[src/rtl/booth_seq_multiplier.sv]
// Sequential radix-2 Booth multiplier with per-operation signed/unsigned mode.
// One Booth step per clock; the result is loaded one edge after the last step and held until the next one.
module booth_seq_multiplier #(
    parameter int WIDTH = 6,
    parameter int CNT_W = $clog2(WIDTH + 2)
) (
    input  logic                 clk,
    input  logic                 rst,
    input  logic                 start,
    input  logic                 tc,
    input  logic [WIDTH-1:0]     x,
    input  logic [WIDTH-1:0]     y,
    output logic                 busy,
    output logic                 done,
    output logic [2*WIDTH-1:0]   result
);

    localparam int E = WIDTH + 1;

    typedef enum logic [1:0] {
        S_IDLE,
        S_CALC,
        S_DONE
    } state_t;

    state_t               r_state;
    logic [E-1:0]         r_a;
    logic [E-1:0]         r_q;
    logic                 r_q1;
    logic [E-1:0]         r_m;
    logic [CNT_W-1:0]     r_cnt;
    logic                 r_busy;
    logic                 r_done;
    logic [2*WIDTH-1:0]   r_result;

    logic [E-1:0]         w_x_ext;
    logic [E-1:0]         w_y_ext;
    logic [E-1:0]         w_a_sel;

    // The extra bit keeps unsigned operands non-negative under Booth recoding.
    assign w_x_ext = {tc & x[WIDTH-1], x};
    assign w_y_ext = {tc & y[WIDTH-1], y};

    always_comb begin
        w_a_sel = r_a;
        case ({r_q[0], r_q1})
            2'b01:   w_a_sel = r_a + r_m;
            2'b10:   w_a_sel = r_a - r_m;
            default: w_a_sel = r_a;
        endcase
    end

    always_ff @(posedge clk) begin
        if (!rst) begin
            r_state  <= S_IDLE;
            r_a      <= '0;
            r_q      <= '0;
            r_q1     <= 1'b0;
            r_m      <= '0;
            r_cnt    <= '0;
            r_busy   <= 1'b0;
            r_done   <= 1'b0;
            r_result <= '0;
        end else begin
            case (r_state)
                S_IDLE: begin
                    r_done <= 1'b0;
                    if (start) begin
                        r_m     <= w_x_ext;
                        r_q     <= w_y_ext;
                        r_q1    <= 1'b0;
                        r_a     <= '0;
                        r_cnt   <= '0;
                        r_busy  <= 1'b1;
                        r_state <= S_CALC;
                    end
                end
                S_CALC: begin
                    if (r_cnt == CNT_W'(E)) begin
                        // {A,Q} holds the 2E-bit product; its low 2*WIDTH bits are exact.
                        r_result <= {r_a[WIDTH-2:0], r_q};
                        r_done   <= 1'b1;
                        r_state  <= S_DONE;
                    end else begin
                        r_a   <= {w_a_sel[E-1], w_a_sel[E-1:1]};
                        r_q   <= {w_a_sel[0], r_q[E-1:1]};
                        r_q1  <= r_q[0];
                        r_cnt <= r_cnt + 1'b1;
                    end
                end
                S_DONE: begin
                    r_done  <= 1'b0;
                    r_busy  <= 1'b0;
                    r_state <= S_IDLE;
                end
                default: begin
                    r_done  <= 1'b0;
                    r_busy  <= 1'b0;
                    r_state <= S_IDLE;
                end
            endcase
        end
    end

    assign busy   = r_busy;
    assign done   = r_done;
    assign result = r_result;

endmodule

[config.mk]
export PLATFORM = sky130hd
export DESIGN_NAME = booth_seq_multiplier
export DESIGN_NICKNAME = d
export VERILOG_FILES = /design/src/rtl/booth_seq_multiplier.sv
export SDC_FILE = /design/constraint.sdc
export NUM_CORES = 1
export LEC_CHECK = 0
export ABC_CLOCK_PERIOD_IN_PS = 2300
export CORE_UTILIZATION = 42
export DETAILED_ROUTE_END_ITERATION = 6
export PLACE_DENSITY_LB_ADDON = 0.25
export SETUP_SLACK_MARGIN = 0.15
export SYNTH_ARGS = -nofsm -noshare
export SYNTH_HDL_FRONTEND = slang
export SYNTH_SLANG_ARGS = --single-unit
[constraint.sdc]
create_clock -name clk -period 2.3 [get_ports clk]
set_clock_uncertainty 0.2 [all_clocks]
set_input_delay 0.23 -clock clk [delete_from_list [all_inputs] [get_ports clk]]
set_output_delay 0.23 -clock clk [all_outputs]
set_load 0.1 [all_outputs]
======== After elaboration in Yosys (flattened, before gate mapping) ========
Index checks and enable logic that the tools add are counted.
storage, ports and cells
  bits in registers ....................... 41
  latch bits .............................. 0
  memory bits (writable) .................. 0
  memory bits (read-only) ................. 0
  bits of input ports ..................... 16
  output and inout bits ................... 14
  logic and storage cells ................. 48
  memories ................................ 0
cells by class
  add/subtract/negate cells ............... 3
  multipliers ............................. 0
  divide/modulo/power cells ............... 0
  order comparisons ....................... 0
  equal/unequal tests ..................... 7
  shifts and indexed selects .............. 0
  muxes and demuxes ....................... 18
  bitwise gates (word level) .............. 3
  reduce and logical (&&, ||, !) cells .... 8
operators by type and width
  cell                 count
  $pmux 7 s2           3
  $mux 7               4
  $reduce_and 2->1     5
  $add 7x7->7          1
  $sub 7x7->7          1
  $mux 3               2
  $ne 2x2->1 const B   3
  $pmux 3 s2           1
  $eq 2x1->1 const B   2
  $mux 2               2
  $pmux 1 s2           2
  $pmux 2 s2           1
  $add 3x1->3 const B  1
  $eq 3x3->1 const B   1
  $mux 1               3
  $reduce_and 3->1     1
  $and 1x1->1          2
  $eq 2x2->1 const B   1
  $logic_not 2->1      1
  $reduce_bool 2->1    1
  $not 1->1            1

======== Longest topological paths before layout ========
Gate-level depths: netlist of run 1.
  depth after elaboration ................. 4
  mapped depth ............................ 10
  mapped depth without buffers ............ 10

======== Worst setup path after synthesis of run 1 ========
OpenSTA, ideal clock, no wires.
  path kind ............................... reg2reg
  start point ............................. reg r_q[0]
  end point ............................... reg r_a[4]
  setup time .............................. 0.077 ns
  data arrival time ....................... 2.074 ns
  required time ........................... 2.023 ns
  setup slack ............................. -0.051 ns
  stages on the path, launching flop included .. 10
  buffers on the path ..................... 0
  period minus slack after synthesis ...... 2.351 ns
  cells stage by stage .................... dfxtp_1 > ha_1 > mux2_2 > inv_1 > ha_1 > nand2b_1 > a21oi_1 > and2_4 > or4_4 > a41oi_2
on the way
  longest elaborated chain between the ends .. 4
  elaborated cells on any way between the ends .. 5
  classes of those cells .................. 2 x eq/ne; 3 x mux
ends and longest elaborated chain
  item                                             RTL line  source
  start, declared                                  28        logic [E-1:0] r_q;
  start signal, assigned                           70        r_q <= w_y_ext;
  start signal, assigned                           86        r_q <= {w_a_sel[0], r_q[E-1:1]};
  $eq 2x2->1 / $eq 2x1->1 (equally long branches)  46        case ({r_q[0], r_q1})
  $pmux 7 s2 *                                     46
  $mux 7 *                                         79        if (r_cnt == CNT_W'(E)) begin
  $pmux 7 s2 *                                     65        case (r_state)
  end signal, assigned                             85        r_a <= {w_a_sel[E-1], w_a_sel[E-1:1]};
  end, declared                                    27        logic [E-1:0] r_a;
Every way passes the cells marked *; elsewhere a longest branch is shown, timed or not. The select of a mux whose other input is x is not followed.
A chain may end at the register's enable or synchronous reset.

======== Final worst setup path of run 1 ========
  start point ............................. reg r_m[1]
  end point ............................... reg r_a[4]
on the way
  longest elaborated chain between the ends .. 4
  elaborated cells on any way between the ends .. 5
  classes of those cells .................. 2 x add/sub; 3 x mux
ends and longest elaborated chain
  item                                               RTL line  source
  start, declared                                    30        logic [E-1:0] r_m;
  start signal, assigned                             69        r_m <= w_x_ext;
  $sub 7x7->7 / $add 7x7->7 (equally long branches)  48, 47
  $pmux 7 s2 *                                       46
  $mux 7 *                                           79
  $pmux 7 s2 *                                       65
Marks and branches as above.

==> results_dict.tcl, run 1 <==
set metrics [dict create \
    grt_max_degree 43 \
    worst_slew_pin_slew_ps 466 \
    synthTopCellsByArea "dfxtp_1, nand2_1, ha_1" \
    layout_min_cycle_time_ps 2220 \
    nets 305 \
    netlist_area_um2 2070 \
    crit-reg2reg-launch "r_m[1]" \
    outcome "complete, no violations" \
    min_path_type "reg2reg" \
    layout_commonest_cell "nand2_1" \
    cts-htree-levels 2 \
    hpwl_mm 3.02 \
    ant_nets 0 \
    drtPass1Iterations 4 \
    power_frac_clock 0.285 \
    antenna_found_initial 0 \
    pin_count 30 \
    drc 0 \
    internal-power_w 0.00115 \
    overflow 0 \
    p_sw_w 0.000497 \
    crit_type "reg2reg" \
    path_max_fanout 2 \
    routed_wl_mm 4.37 \
    cts_buffers 5 \
    wl_per_cell_um 12.6 \
    ys_types 42 \
    path_clk_slew_ps 80 \
    cts.sinks 40 \
    cp_data_arrival_time_ps 2250 \
    tns_ps 0 \
    fin_crit_sh 0.966 \
    place_congestion 0.896 \
    p_per_area_nw_per_um2 633 \
    start_kind "register" \
    holdWs_ps 252 \
    p_comb_frac 0.257 \
    ys_seq_area_frac 0.386 \
    root_buffer "clkbuf_8" \
    hold_viol 0 \
    final_util 0.551 \
    synth_edf_count 0 \
    cap_violations 0 \
    yosysTopAreaCell "dfxtp_1" \
    nFillCells 462 \
    p_leak_nw 1.08 \
    antenna-diode-count 0 \
    synthFlopType "dfxtp_1" \
    yosys_warnings 0 \
    finalSetupViolations 0 \
    fp.dieH_um 72.3 \
    synthCells 242 \
    fp.dieW_um 72.3 \
    avgSynthCellArea_um2 8.57 \
    pwr-share-seq 0.457 \
    num_rows 25 \
    min-delay-start "result[3]" \
    syn-num-nets 269 \
    vias 1734 \
    async_reset_ff_frac 0 \
    worst_skew_pair.late_latency_ps 300 \
    dr.first_iter.drc_count 135 \
    port_buffers 29 \
    end_kind "register" \
    core_um2 4720 \
    cts_tree "done" \
    grt_pass1_wl_mm 7.37 \
    maxClockFrequency_ghz 0.450 \
    slew_violations 0 \
    ys_ff_latch 40 \
    critPathLaunch "r_m[1]" \
    drt-vias-per-instance 5.01 \
    syn_to_final_growth_pct 25.5 \
    clock_path_buffers 2 \
    layout_common_cells "nand2_1, dfxtp_1, buf_4" \
    drive_above_1_share 0.215 \
    die_area_um2 5220 \
    switching_share 0.302 \
    relSlewSlack 0.689 \
    start_util 0.439 \
    ir_drop_v 0.000439 \
    fin_total_pwr_w 0.00165 \
    cp.required_ps 2330 \
    grt_pass1_vias 1567 \
    rsz0062_at_grt "true" \
    synth_top_area_share 0.386 \
    cts_hold_buf 0 \
    grtUsageTotal 0.181 \
]
==> metal layers <==
layer | global-route usage | share of wire | routed length (um) | up-vias
li1 | - | - | - | 902
met1 | 0.236 | 0.49 | 2160 | 785
met2 | 0.296 | 0.45 | 1970 | 40
met3 | 0.0431 | 0.042 | 183 | 7
met4 | 0.0588 | 0.013 | 55 | 0
met5 | 0 | 0 | 0 | -
==> registers in the layout, summed over array words and instances, names as in the netlist <==
name     flops
result      12
busy         1
r_q1         1
r_a          6
r_cnt        3
r_state      2
r_m          7
done         1
r_q          7
==> worst paths after layout <==
kind / to / slack, ps / cells after the start
min reg2reg: result[3] / 250 / 2
max: r_a[4] / 80 / 10
max reg2reg: r_a[4] / 80 / 10
min: result[3] / 250 / 2
==> what timing repair did <==
action                                  4_1_cts  5_1_grt
buffers inserted                              6        0
pin swaps                                     6        6
resized for setup                             6        9
endpoints found under the setup margin        5        5
cloned                                        0        0
==> critical path, cell delays in order (launching register included) <==
cell,delay [ps]
dfxtp_2,330
inv_2,50
ha_4,230
mux2_4,280
inv_2,50
ha_1,210
nand2b_1,80
a21oi_2,60
and2_4,140
or4_4,410
a41oi_2,130
==> per-stage QoR <==
stage / instance area (um^2) / setup WS (ps) / instances
3_3_place_gp: 2410 / 33.4 / 332
3_5_place_dp: 2410 / -2.53 / 332
4_1_cts: 2580 / 43.4 / 346
6_report: 2600 / 77.8 / 346
2_1_floorplan: 2090 / 68.9 / 242
5_1_grt: 2600 / 15.2 / 346
==> power by group through the flow <==
stage,Sequential (W),Combinational [W],Clock [W]
2_1_floorplan,0.000771,0.000279,0
3_3_place_gp,0.000767,0.000374,0
3_5_place_dp,0.000767,0.000377,0
4_1_cts,0.000751,0.000407,0.000486
5_1_grt,0.000758,0.000465,0.000511
6_report,0.000753,0.000424,0.000470
==> cell usage after synthesis, types with 8 or more instances <==
cell / n
a21boi_1: 16
a21oi_1: 9
dfxtp_1: 40
ha_1: 10
nand2_1: 48
nand3_1: 15
nor2_1: 11
nor2b_1: 11
o211a_1: 8
==> layout make-up <==
type                    instances  area, um^2  share of cell area
multi-input cells             184        1260               0.483
flip-flops and latches         40         806               0.310
repair buffers                 41         345               0.133
well taps                      67        83.8              0.0322
clock buffers                   5        68.8              0.0265
inverters                       6        22.5             0.00866
clock inverters                 3        18.8             0.00722
==> cell families after synthesis <==
| group | share of synthesized area |
|---|---|
| AO/OA/AOI/OAI | 0.191 |
| XOR/XNOR | 0.0338 |
| adder cells (fa/ha/maj) | 0.0700 |
| buffers and inverters | 0.0380 |
| flip-flops | 0.386 |
| multiplexers | 0.0296 |
| AND/OR/NAND/NOR | 0.251 |
Power figures use the tool's default switching activity.
==> inputs of run 2 (changes only) <==
CTS_CLUSTER_DIAMETER = 200   (was default)
==> results of run 2 <==
Final layout, timing and power as in run 1 (identical DEF).
==> inputs of run 3 (changes only) <==
GPL_ROUTABILITY_DRIVEN = 0   (was default)
PLACE_DENSITY = 0.67   (was default)
PLACE_DENSITY_LB_ADDON = default   (was 0.25)
==> run 3 against run 2 <==
Effect of this change:
- clock power is 5.1% higher
- fmax is 0.80% lower
- wire length is 7.3% higher
- critical path type unchanged
- setup slack worse by 18 ps
- power is 6.1% higher
- combinational power is 17% higher
- first-iteration DRC count is 44% lower
- flip-flop and latch count stayed put
- via count is 1.8% higher
- core utilization is 2.7 points higher
- critical path depth is 1 lower
- cell area is 4.9% higher
- critical endpoint unchanged
==> results_dict.tcl, run 3 (synthesis results as in run 1) <==
set metrics [dict create \
    cts_buffers 5 \
    layout_commonest_cell "nand2_1" \
    final_util 0.577 \
    overflow 0 \
    clock_path_buffers 2 \
    routed_wl_mm 4.69 \
    num_rows 25 \
    fin_area_um2 2730 \
    drtPass1Iterations 5 \
    placedCellCount 335 \
    instances_no_fill 351 \
    antenna_found_initial 0 \
    pin_count 30 \
    rsz0062_at_grt "true" \
    grt_pass1_wl_mm 7.73 \
    syn_to_final_growth_pct 31.6 \
    grt_pass1_vias 1703 \
    cts_tree "done" \
    fp.dieW_um 72.3 \
    cp_data_arrival_time_ps 2270 \
    worst_skew_pair.late_latency_ps 290 \
    drive_above_1_share 0.254 \
    hpwl_mm 3.22 \
    worst_slew_pin_slew_ps 460 \
    hold_viol 0 \
    fp.dieH_um 72.3 \
    p_leak_nw 1.12 \
    wl_per_cell_um 13.4 \
    finalSetupViolations 0 \
    grt_max_degree 20 \
    drc 0 \
    cts.sinks 40 \
    cap_violations 0 \
    nFillCells 443 \
    vias 1766 \
    start_kind "register" \
    cp.required_ps 2330 \
    start_util 0.439 \
    cts-htree-levels 2 \
    slew_violations 0 \
    maxClockFrequency_ghz 0.446 \
    dr.first_iter.drc_count 76 \
    ir_drop_v 0.000442 \
    die_area_um2 5220 \
    largest_reg_flops 12 \
    placed_area_um2 2450 \
    antenna-diode-count 0 \
    layout_common_cells "nand2_1, dfxtp_1, buf_4" \
    relSlewSlack 0.692 \
    grtUsageTotal 0.192 \
    path_max_fanout 4 \
    core_um2 4720 \
    crit_type "reg2reg" \
    p_per_area_nw_per_um2 640 \
    fin_crit_sh 0.974 \
    outcome "complete, no violations" \
    layout_min_cycle_time_ps 2240 \
    min_path_type "reg2reg" \
    ant_nets 0 \
    path_clk_slew_ps 80 \
    end_kind "register" \
    nets 310 \
    cts_hold_buf 0 \
    drt-vias-per-instance 5.03 \
    root_buffer "clkbuf_8" \
    port_buffers 29 \
]
==> run 3: cell count changes in the layout (fill, tap and decap cells not counted), moves of 2 or more <==
cell   before  now
buf_4      26   29
ha_4        2    4
ha_1        8    5
inv_2       4    2
==> run 3: report_power, final <==
part	total (W)	switching [W]	internal [W]
Combinational	0.000497	0.000237	0.000259
Clock	0.000494	0.000254	0.000240
Sequential	0.000755	0.0000315	0.000724
==> run 3: metrics by stage <==
step	TNS [ps]	setup slack (ps)	total power (W)	hold WS, ps
floorplan	0	68.9	0.00105	181
global placement	0	33.5	0.00116	243
detailed placement	-59.6	-27.3	0.00117	248
CTS	0	29.8	0.00170	258
global route	-25.2	-25.2	0.00183	276
finish	0	59.8	0.00175	255
==> run 3: path summary, 6_finish.rpt <==
path	from	end	slack, ps	cells after the start
worst min-delay path	result[4]	result[4]	260	2
worst max register to register	r_q1	r_a[4]	60	9
worst max-delay path	r_q1	r_a[4]	60	9
worst min register to register	result[4]	result[4]	260	2
==> run 3: final cells by class <==
cell class / count / area (um^2) / share of cell area
tap: 67 / 83.8 / 0.0307
timing repair buffer: 46 / 399 / 0.146
sequential: 40 / 806 / 0.295
inverter: 6 / 25.0 / 0.00917
clock buffer: 6 / 82.6 / 0.0303
multi-input combinational: 184 / 1320 / 0.484
clock inverter: 2 / 10.0 / 0.00367
==> run 3: worst max-delay path, stage by stage, from the launching register on <==
cell,delay (ps)
dfxtp_2,330
inv_1,60
ha_4,180
buf_4,150
nor2_2,110
xnor2_1,160
ha_1,300
and2_4,170
or4_4,410
a41oi_2,130
==> run 3: metal layers <==
metal  vias up  wire length (um)  GRT usage
met5         -                 0          0
met3         6               159     0.0486
met1       819              2250      0.249
met2        32              2220      0.319
li1        909                 -          -
met4         0                56     0.0479
==> run 3: timing repair <==
item,CTS,global route
setup endpoints to repair,5,5
pin swaps,13,10
setup buffers,7,1
gates resized for setup,15,12
